$ cat src/rtl/apes_cdc_pkg.sv
// Shared definitions for the APES clock-domain-crossing blocks.
// Holds the handshake FSM encoding and the default per-phase timeout.
package apes_cdc_pkg;

  localparam int unsigned DefaultTimeout = 1023;

  typedef enum logic [1:0] {
    StIdle,
    StReqHi,
    StReqLo,
    StErr
  } tx_state_e;

endpackage

$ cat src/rtl/sync2ff.sv
// Two-flop synchronizer for a single asynchronous bit.
// The reset value is a parameter so the synchronizer can match the source's idle level.
module sync2ff #(
  parameter logic ResetVal = 1'b0
) (
  input  logic clk,
  input  logic rst_n,
  input  logic d,
  output logic q
);

  logic meta_q;

  always_ff @(posedge clk or negedge rst_n) begin
    if (!rst_n) begin
      meta_q <= ResetVal;
      q      <= ResetVal;
    end else begin
      meta_q <= d;
      q      <= meta_q;
    end
  end

endmodule

$ cat src/rtl/cdc_handshake_tx.sv
// Transmit side of a 4-phase req/ack handshake towards an asynchronous receiver.
// Holds data_out stable for the whole handshake and flags a sticky error on phase timeout.
module cdc_handshake_tx
  import apes_cdc_pkg::*;
#(
  parameter int unsigned DATA_W  = 16,
  parameter int unsigned TIMEOUT = DefaultTimeout
) (
  input  logic              clk,
  input  logic              rst_n,
  input  logic              send,
  input  logic [DATA_W-1:0] data_in,
  input  logic              ack_async,
  input  logic              clr_err,
  output logic              ready,
  output logic              req,
  output logic [DATA_W-1:0] data_out,
  output logic              done,
  output logic              err
);

  // A zero TIMEOUT still needs a legal (unused) counter width.
  localparam int unsigned    CntW       = (TIMEOUT != 0) ? $clog2(TIMEOUT + 1) : 1;
  localparam logic [CntW-1:0] CntMax     = {CntW{1'b1}};
  localparam logic [CntW-1:0] TimeoutCnt = CntW'(TIMEOUT);

  tx_state_e       state_q;
  logic [CntW-1:0] cnt_q;
  logic            ack_s;
  logic            timeout_hit;

  sync2ff #(
    .ResetVal (1'b0)
  ) u_ack_sync (
    .clk   (clk),
    .rst_n (rst_n),
    .d     (ack_async),
    .q     (ack_s)
  );

  assign timeout_hit = (TIMEOUT != 0) && (cnt_q == TimeoutCnt);
  assign ready       = (state_q == StIdle);

  always_ff @(posedge clk or negedge rst_n) begin
    if (!rst_n) begin
      state_q  <= StIdle;
      cnt_q    <= '0;
      req      <= 1'b0;
      done     <= 1'b0;
      err      <= 1'b0;
      data_out <= '0;
    end else begin
      done <= 1'b0;
      if ((state_q == StReqHi || state_q == StReqLo) && cnt_q != CntMax) begin
        cnt_q <= cnt_q + 1'b1;
      end
      // Every transition below also clears the phase counter; the ack checks
      // come first so an ack edge beats a simultaneous timeout.
      unique case (state_q)
        StIdle: begin
          if (send) begin
            data_out <= data_in;
            req      <= 1'b1;
            cnt_q    <= '0;
            state_q  <= StReqHi;
          end
        end
        StReqHi: begin
          if (ack_s) begin
            req     <= 1'b0;
            cnt_q   <= '0;
            state_q <= StReqLo;
          end else if (timeout_hit) begin
            req     <= 1'b0;
            err     <= 1'b1;
            cnt_q   <= '0;
            state_q <= StErr;
          end
        end
        StReqLo: begin
          if (!ack_s) begin
            done    <= 1'b1;
            cnt_q   <= '0;
            state_q <= StIdle;
          end else if (timeout_hit) begin
            err     <= 1'b1;
            cnt_q   <= '0;
            state_q <= StErr;
          end
        end
        StErr: begin
          if (clr_err && !ack_s) begin
            err     <= 1'b0;
            cnt_q   <= '0;
            state_q <= StIdle;
          end
        end
        default: begin
          req     <= 1'b0;
          cnt_q   <= '0;
          state_q <= StIdle;
        end
      endcase
    end
  end

endmodule

$ cat config.mk
export PLATFORM = sky130hd
export DESIGN_NAME = cdc_handshake_tx
export DESIGN_NICKNAME = d
export VERILOG_FILES = /design/src/rtl/apes_cdc_pkg.sv /design/src/rtl/sync2ff.sv /design/src/rtl/cdc_handshake_tx.sv
export SDC_FILE = /design/constraint.sdc
export NUM_CORES = 1
export LEC_CHECK = 0
export CORE_MARGIN = 1.5
export CORE_UTILIZATION = 45
export CTS_BUF_LIST = sky130_fd_sc_hd__clkbuf_4
export DETAILED_ROUTE_END_ITERATION = 16
export GPL_TIMING_DRIVEN = 0
export PLACE_DENSITY = 0.75
export RECOVER_POWER = 50
export SLEW_MARGIN = 10
export SYNTH_ARGS = -nofsm -noshare
export SYNTH_HDL_FRONTEND = slang
export SYNTH_SLANG_ARGS = --single-unit
$ cat constraint.sdc
create_clock -name clk -period 3.25 [get_ports clk]
set_input_delay 0.8125 -clock clk [delete_from_list [all_inputs] [get_ports clk]]
set_output_delay 0.8125 -clock clk [all_outputs]
set_load 0.02 [all_outputs]
== After elaboration in Yosys (flattened, before gate mapping) ==
Cells that the tools add are included.

* Equal/unequal tests: 10
* Multiplexer cells: 24
* Add/sub/neg operators: 1
* Reduce and logical (&&, ||, !) cells: 11

{| class="wikitable"
|+ Operator list
! kind !! count
|-
| 10-bit two-way mux || 6
|-
| 10-bit one-hot mux with 4 select lines || 1
|-
| 10-bit by 1-bit adder with 10-bit output (second input constant) || 1
|-
| 10-bit equality test (second input constant) || 1
|-
| 2-bit two-way mux || 5
|-
| 10-bit inequality test (second input constant) || 1
|-
| 1-bit two-way mux || 9
|-
| 2-bit one-hot mux with 4 select lines || 1
|-
| 2-bit inequality test (second input constant) || 3
|-
| 2-bit equality test (second input constant) || 2
|-
| 2-bit AND reduction || 2
|-
| 4-bit AND reduction || 1
|-
| 3-bit by 2-bit inequality test with 1-bit output (second input constant) || 1
|-
| 1-bit one-hot mux with 3 select lines || 1
|-
| 3-bit AND reduction || 1
|-
| 3-bit nonzero test || 1
|-
| 2-bit by 1-bit equality test with 1-bit output (second input constant) || 1
|-
| 1-bit logical AND || 2
|-
| 2-bit zero test || 1
|-
| 2-bit by 1-bit inequality test with 1-bit output (second input constant) || 1
|-
| 1-bit one-hot mux with 2 select lines || 1
|-
| 2-bit nonzero test || 1
|-
| 1-bit zero test || 1
|-
| 1-bit logical OR || 1
|}

* Bits of input ports: 21
* Output and inout bits: 20
* Word-level logic and storage cells: 54
* Register bits: 33

== Depth between registers and ports, before layout ==
Gate-level depths: netlist of run 1.

* Depth after elaboration: 7
* Mapped depth: 7

== Cells and area by module ==
A second synthesis of run 1 with hierarchy kept.

* Cell total of the unflattened synthesis: 126
* Area total of the unflattened synthesis: 1531.5 µm²

{| class="wikitable"
|+ Modules (own cells, without submodules)
! module !! area each (µm²) !! cells each !! instances !! sequential area each (µm²)
|-
| cdc_handshake_tx || 1481.4 || 124 || 1 || 775.7
|-
| sync2ff || 50.0 || 2 || 1 || 50.0
|}

== Worst setup path before layout of run 1 ==
Ideal clock, no wire load.

* Kind: input to register
* Start: in send
* End: reg data_out[10]
* Arrival: 1607 ps
* Setup time: 125 ps
* Slack: 1519 ps
* Stages: 3
* Cells stage by stage: nand2_1 > buf_2 > mux2_2

* Cells in the longest elaborated chain, start to end: 1

{| class="wikitable"
|+ RTL lines
! element !! line !! source
|-
| start: declaration || cdc_handshake_tx.sv:11 || <nowiki>input logic send,</nowiki>
|-
| 2-bit AND reduction (no source line) || - ||
|-
| end signal: assignment || cdc_handshake_tx.sv:62 || <nowiki>data_out <= data_in;</nowiki>
|-
| end: declaration || cdc_handshake_tx.sv:17 || <nowiki>output logic [DATA_W-1:0] data_out,</nowiki>
|}

No other way between the ends.
A chain may end at the register's enable or synchronous reset.

== Worst setup path after layout of run 1 ==
* Start: reg state_q[0]
* End: out ready

* Cells in the longest elaborated chain, start to end: 1

{| class="wikitable"
|+ RTL lines
! element !! line !! source
|-
| start: declaration || cdc_handshake_tx.sv:27 || <nowiki>tx_state_e state_q;</nowiki>
|-
| start signal: assignment || cdc_handshake_tx.sv:46 || <nowiki>state_q <= StIdle;</nowiki>
|-
| start signal: assignment || cdc_handshake_tx.sv:65 || <nowiki>state_q <= StReqHi;</nowiki>
|-
| start signal: assignment || cdc_handshake_tx.sv:72 || <nowiki>state_q <= StReqLo;</nowiki>
|-
| 2-bit zero test || cdc_handshake_tx.sv:42 || <nowiki>assign ready = (state_q == StIdle);</nowiki>
|-
| end: declaration || cdc_handshake_tx.sv:15 || <nowiki>output logic ready,</nowiki>
|}

No other way between the ends.

==> results of run 1 <==
-- power by group --
group          leakage, uW  switching [uW]  internal (uW)
registers         0.000413            72.9            541
clock network    0.0000354             130           90.8
logic             0.000447             397            413
-- how the worst min path moves through the flow --
| stage | start | to | slack [ns] | depth (start not counted) |
|---|---|---|---|---|
| 2_1_floorplan | u_ack_sync.meta_q$_DFF_PN0_ | u_ack_sync.q$_DFF_PN0_ | 0.33 | 0 |
| 3_3_place_gp | u_ack_sync.meta_q$_DFF_PN0_ | u_ack_sync.q$_DFF_PN0_ | 0.33 | 0 |
| 3_5_place_dp | u_ack_sync.meta_q$_DFF_PN0_ | u_ack_sync.q$_DFF_PN0_ | 0.33 | 0 |
| 4_1_cts | u_ack_sync.meta_q$_DFF_PN0_ | u_ack_sync.q$_DFF_PN0_ | 0.36 | 0 |
| 5_1_grt | u_ack_sync.meta_q$_DFF_PN0_ | u_ack_sync.q$_DFF_PN0_ | 0.38 | 0 |
| 6_report | u_ack_sync.meta_q$_DFF_PN0_ | u_ack_sync.q$_DFF_PN0_ | 0.35 | 0 |
-- Yosys cell counts (2+ instances only) --
cell type  instances
and4_1             3
nor2_1            10
a21oi_1            9
a211oi_1           5
and3_1             3
mux2i_1            3
ha_1               5
nand2b_1           3
mux2_2            17
dfrtp_1           33
a41oi_1            2
inv_1              4
nand2_1            6
-- layer usage --
metal,routed length [um],vias up
li1,-,556
met1,1410,562
met2,1580,16
met3,71,2
met4,27,0
met5,0,-
-- metrics by stage --
| stage | power [uW] | worst slack, ns | hold WS (ns) |
|---|---|---|---|
| after floorplan | 1100 | 1.52 | 0.331 |
| after global placement | 1420 | 0.746 | 0.334 |
| after detailed placement | 1440 | 0.882 | 0.335 |
| after CTS | 1670 | 0.654 | 0.358 |
| after global routing | 1760 | 0.584 | 0.382 |
| final | 1640 | 0.664 | 0.352 |
-- flip-flops by register name (all words and copies together), names as in the netlist --
signal             count
u_ack_sync.q           1
done                   1
u_ack_sync.meta_q      1
err                    1
cnt_q                 10
state_q                2
data_out              16
req                    1
-- cells by family (layout without fill, tap and decap cells) --
family | Yosys count | in the layout | share of synthesized area [%]
fa+ha+maj | 5 | 5 | 4.00
compound gates | 25 | 25 | 12.0
simple gates | 35 | 35 | 14.5
xor+xnor | 1 | 1 | 0.560
buf+inv | 6 | 54 | 2.00
mux | 20 | 20 | 14.2
flops | 33 | 33 | 52.8
-- area by class of cell --
type | count | area (sq um) | area share, %
sequential | 33 | 826 | 40.2
multi-input combinational | 86 | 691 | 33.6
timing repair buffer | 40 | 394 | 19.2
tap | 46 | 57.6 | 2.80
clock buffer | 6 | 45.0 | 2.19
buffer | 2 | 16.3 | 0.792
inverter | 4 | 15.0 | 0.731
clock inverter | 2 | 10.0 | 0.487
-- worst register-to-register path, delay by kind of cell (launching register included) --
family | cells | cell delay [ns]
compound gates | 2 | 0.33
fa+ha+maj | 1 | 0.24
buf+inv | 1 | 0.15
flops | 1 | 0.41
simple gates | 2 | 0.85
==> impl_metrics.csv, run 1 <==
group,metric,value,unit
route,viasPerCell,5.19,
place,place_area,2020,sq um
grt,gr-total-overflow,0,
grt,grt_pass1_wl,4.91,mm
synthesis,syn_area,1560,sq um
route,drt-initial-drc-count,30,
synthesis,synth_top_area_share,52.8,%
final_layout,antenna-diode-count,0,
timing,report.final.setup_viol,0,
grt,antenna_found_initial,0,
setup_path,crit_required,2.44,ns
final_layout,stdcell_count,219,
route,first_pass_iters,4,
synthesis,synthesis.nets,151,
cts,h-tree-depth,2,
power,vdd_ir_drop_max,389,uV
floorplanning,io_pins,41,
setup_path,worstSetupEndpoint,"ready",
setup_path,endpoint_kind,"output port",
setup_path,path_cells,"inv_1 > ha_1 > clkdlybuf4s50_1",
setup_path,slowest_stage,"clkdlybuf4s50_1",
timing,period_share,79.6,%
synthesis,synthArstFlopShare,100,%
floorplanning,fp-row-count,21,
floorplanning,die_width,62.0,um
setup_path,worstSetupPathDepth,3,
synthesis,synth.avg_cell_area,12.5,sq um
worst_hold_path,hold_class,"flip-flop to flip-flop",
timing,slew_headroom,-14.7,%
cts,worstSkewPairLatency,0.31,ns
timing,min_period,2.59,ns
grt,grt_pass1_vias,1137,
floorplanning,coreArea,3340,sq um
route,vias,1136,
timing,fmax,0.387,GHz
synthesis,yosys_warnings,0,
synthesis,synth_edf_count,0,
cts,cts_setup_buffers,0,
synthesis,netlist_instances,125,
flow_run,cap_violations,1,
floorplanning,initial_core_util,46.9,%
timing,hold_violations,0,
place,port_buffers,40,
grt,grt_max_degree,34,
cts,clock_sinks,33,
route,wl_per_cell,14.1,um
final_layout,layout.nets,198,
setup_path,regToRegStartpoint,"cnt_q[0]$_DFF_PN0_",
final_layout,final_cell_mix,"clkdlybuf4s50_1, dfrtp_1, mux2_2",
outcome,violations,"max-capacitance violations, max-slew violations",
place,placed_cells,211,
timing,fin_skew,0.00744,ns
synthesis,ys_seq_elements,33,
setup_path,r2r_cells,6,
cts,path_clk_slew,0.10,ns
power,p_per_area,801,nW/um^2
setup_path,r2r_end,"cnt_q[9]$_DFF_PN0_",
route,ant_nets,0,
final_layout,drive_above_1_share,19.1,%
final_layout,n_fill_cell,292,
setup_path,start_kind,"flip-flop",
grt,busiest_layer,"met2",
final_layout,area_growth,31.4,%
setup_path,cp_max_fo,7,
final_layout,post-route-util,61.6,%
cts,cts_buffer_depth,2,
grt,grtUsageTotal,17.6,%
floorplanning,die-area,3840,sq um
setup_path,rrSetupSlack,1.15,ns
synthesis,ys_seq_area_share,52.8,%
setup_path,path_buf_inv,2,
cts,cts_made_buffers,5,
final_layout,final_area,2050,sq um
timing,grt_setup_unrepaired,"false",
synthesis,ys_types,35,
place,place_hpwl,2.29,mm
synthesis,synth.largest_area_cell,"dfrtp_1",
setup_path,critPathKind,"flip-flop to output port",
cts,cts_tree,"built",
setup_path,cp_slowest_stage_delay,0.65,ns
timing,fin_tns_setup,0,ns
route,drc,0,
timing,slew_viol_final,34,
setup_path,critPathArrivalTime,1.77,ns
cts,cts-root-buf,"clkbuf_4",
timing,tightestPinTransition,1.72,ns
setup_path,startpoint,"state_q[0]$_DFFE_PN0P_",
synthesis,synth_area_leaders,"dfrtp_1, mux2_2, ha_1",
route,totalWireLength,3.09,mm
floorplanning,die_h,62.0,um
synthesis,synth_top_flop_cell,"dfrtp_1",
outcome,status,"finished with violations",
cts,postCtsHoldBufs,0,
final_layout,final_common_cell,"clkdlybuf4s50_1",
grt,globalRouteMet3Util,4.97,%
place,place_congestion,0.837,
cts,cts_resized,0,
grt,use_met2,29.6,%
power,p_leak,0.000896,uW
grt,grtUsageMet1,21.2,%
setup_path,critPathTopFamily,"buffers and inverters",
(Power assumes the default switching activity.)
==> run 2, diff against run 1 <==
==> constraint.sdc (replaced) <==
create_clock -name clk -period 2.7 [get_ports clk]
set_input_delay 0.675 -clock clk [delete_from_list [all_inputs] [get_ports clk]]
set_output_delay 0.675 -clock clk [all_outputs]
set_load 0.02 [all_outputs]
==> run 2 against run 1 <==
  * The flow still finishes with violations (max-capacitance violations, max-slew violations)
  * Flip-flop and latch count is the same
  * Design area grew 0.24%
  * First-iteration DRC count fell by 3.3%
  * Wire length fell by 0.49%
  * Utilization increased by 0.15 points
  * Via count is 0.35% higher
  * Critical endpoint unchanged
  * Highest routed layer unchanged
==> impl_metrics.csv, run 2 (synthesis results as in run 1) <==
group,metric,value,unit
cts,cts_buffer_depth,2,
cts,cts_made_buffers,5,
floorplanning,fp-row-count,21,
route,dr_wl_met3,79,um
floorplanning,io_pins,41,
final_layout,drive_above_1_share,19.7,%
cts,cts_setup_buffers,0,
timing,grt_setup_unrepaired,"false",
cts,postCtsHoldBufs,0,
floorplanning,die_h,62.0,um
place,port_buffers,40,
route,totalWireLength,3.08,mm
floorplanning,coreArea,3340,sq um
timing,fin_ws,0.251,ns
place,place_congestion,0.837,
route,viasPerCell,5.21,
setup_path,path_buf_inv,2,
cts,cts_tree,"built",
setup_path,critPathKind,"flip-flop to output port",
power,total_power,1980,uW
setup_path,cp_slowest_stage_delay,0.65,ns
timing,fmax,0.408,GHz
setup_path,crit_required,2.03,ns
cts,h-tree-depth,2,
floorplanning,initial_core_util,46.9,%
power,vdd_ir_drop_max,469,uV
timing,tightestPinTransition,1.72,ns
timing,whs,0.352,ns
place,pre_cts_ws,0.469,ns
grt,grt_max_degree,34,
timing,slew_viol_final,34,
place,place_hpwl,2.29,mm
cts,worstSkewPairLatency,0.31,ns
timing,report.final.setup_viol,0,
final_layout,stdcell_count,219,
timing,slew_headroom,-14.6,%
place,placed_cells,211,
route,first_pass_iters,4,
route,m1WireLength,1.38,mm
final_layout,final_cell_mix,"clkdlybuf4s50_1, dfrtp_1, mux2_2",
final_layout,antenna-diode-count,0,
timing,period_share,90.7,%
final_layout,reg_top3,"data_out (16), cnt_q (10), state_q (2)",
route,wl_per_cell,14.0,um
outcome,status,"finished with violations",
timing,fin_tns_setup,0,ns
route,drc,0,
setup_path,critPathTopFamily,"buffers and inverters",
route,wl_met2,1.58,mm
final_layout,final_common_cell,"clkdlybuf4s50_1",
timing,fin_skew,0.00773,ns
setup_path,critPathArrivalTime,1.77,ns
final_layout,largest-register,"data_out",
route,drt-initial-drc-count,29,
final_layout,multi_input_area,696,sq um
flow_run,cap_violations,1,
route,vias,1140,
cts,path_clk_slew,0.10,ns
power,p_per_area,962,nW/um^2
cts,cts-root-buf,"clkbuf_4",
setup_path,path_cells,"inv_1 > ha_1 > clkdlybuf4s50_1",
final_layout,n_fill_cell,291,
cts,cts_resized,0,
grt,grt_pass1_wl,4.91,mm
outcome,violations,"max-capacitance violations, max-slew violations",
floorplanning,die-area,3840,sq um
setup_path,endpoint_kind,"output port",
floorplanning,die_width,62.0,um
timing,hold_violations,0,
route,dr.max_layer_used,"met4",
setup_path,start_kind,"flip-flop",
worst_hold_path,hold_class,"flip-flop to flip-flop",
grt,grtUsageTotal,17.6,%
timing,min_period,2.45,ns
final_layout,seq_area,826,sq um
setup_path,cp_max_fo,7,
final_layout,layout.nets,198,
final_layout,largest_register_ffs,16,
route,ant_nets,0,
setup_path,slowest_stage,"clkdlybuf4s50_1",
grt,grt_pass1_vias,1137,
grt,antenna_found_initial,0,
final_layout,area_growth,31.7,%
power,p_leak,0.000895,uW
grt,gr-total-overflow,0,
cts,clock_sinks,33,
[run 2: path summary, 6_finish.rpt]
check | from | end | slack (ns) | cells past startpoint
max in group asynchronous | rst_n | state_q[1]$_DFFE_PN0P_ | 0.91 | 1
min reg2reg | u_ack_sync.meta_q$_DFF_PN0_ | u_ack_sync.q$_DFF_PN0_ | 0.35 | 0
min in group asynchronous | rst_n | data_out[3]$_DFFE_PN0P_ | 0.80 | 1
max | state_q[0]$_DFFE_PN0P_ | ready | 0.25 | 3
min | u_ack_sync.meta_q$_DFF_PN0_ | u_ack_sync.q$_DFF_PN0_ | 0.35 | 0
max reg2reg | cnt_q[0]$_DFF_PN0_ | cnt_q[9]$_DFF_PN0_ | 0.64 | 6
[run 2: stage by stage]
step,util [%],instance area [sq um]
after detailed placement,60.4,2020
after floorplan,-,1560
after CTS,62.1,2070
final,61.7,2060
after global routing,61.7,2060
after global placement,60.6,2020
[run 2: per-layer routing]
layer,GRT usage [%],vias to the layer above
met3,4.97,2
met2,29.6,16
li1,-,555
met5,0,-
met1,21.2,567
met4,6.99,0
[run 2: final cells by class]
cell class / instances / area share [%]
Clock buffer: 6 / 2.19
Sequential cell: 33 / 40.1
Timing Repair Buffer: 40 / 19.1
Inverter: 4 / 0.729
Multi-Input combinational cell: 86 / 33.8
Buffer: 2 / 0.790
Clock inverter: 2 / 0.486
Tap cell: 46 / 2.79
[run 2: where the power goes]
part / internal (uW) / switching [uW] / total, uW
combinational: 498 / 479 / 977
clock: 109 / 157 / 266
sequential: 651 / 88.0 / 739
total: 1260 / 723 / 1980
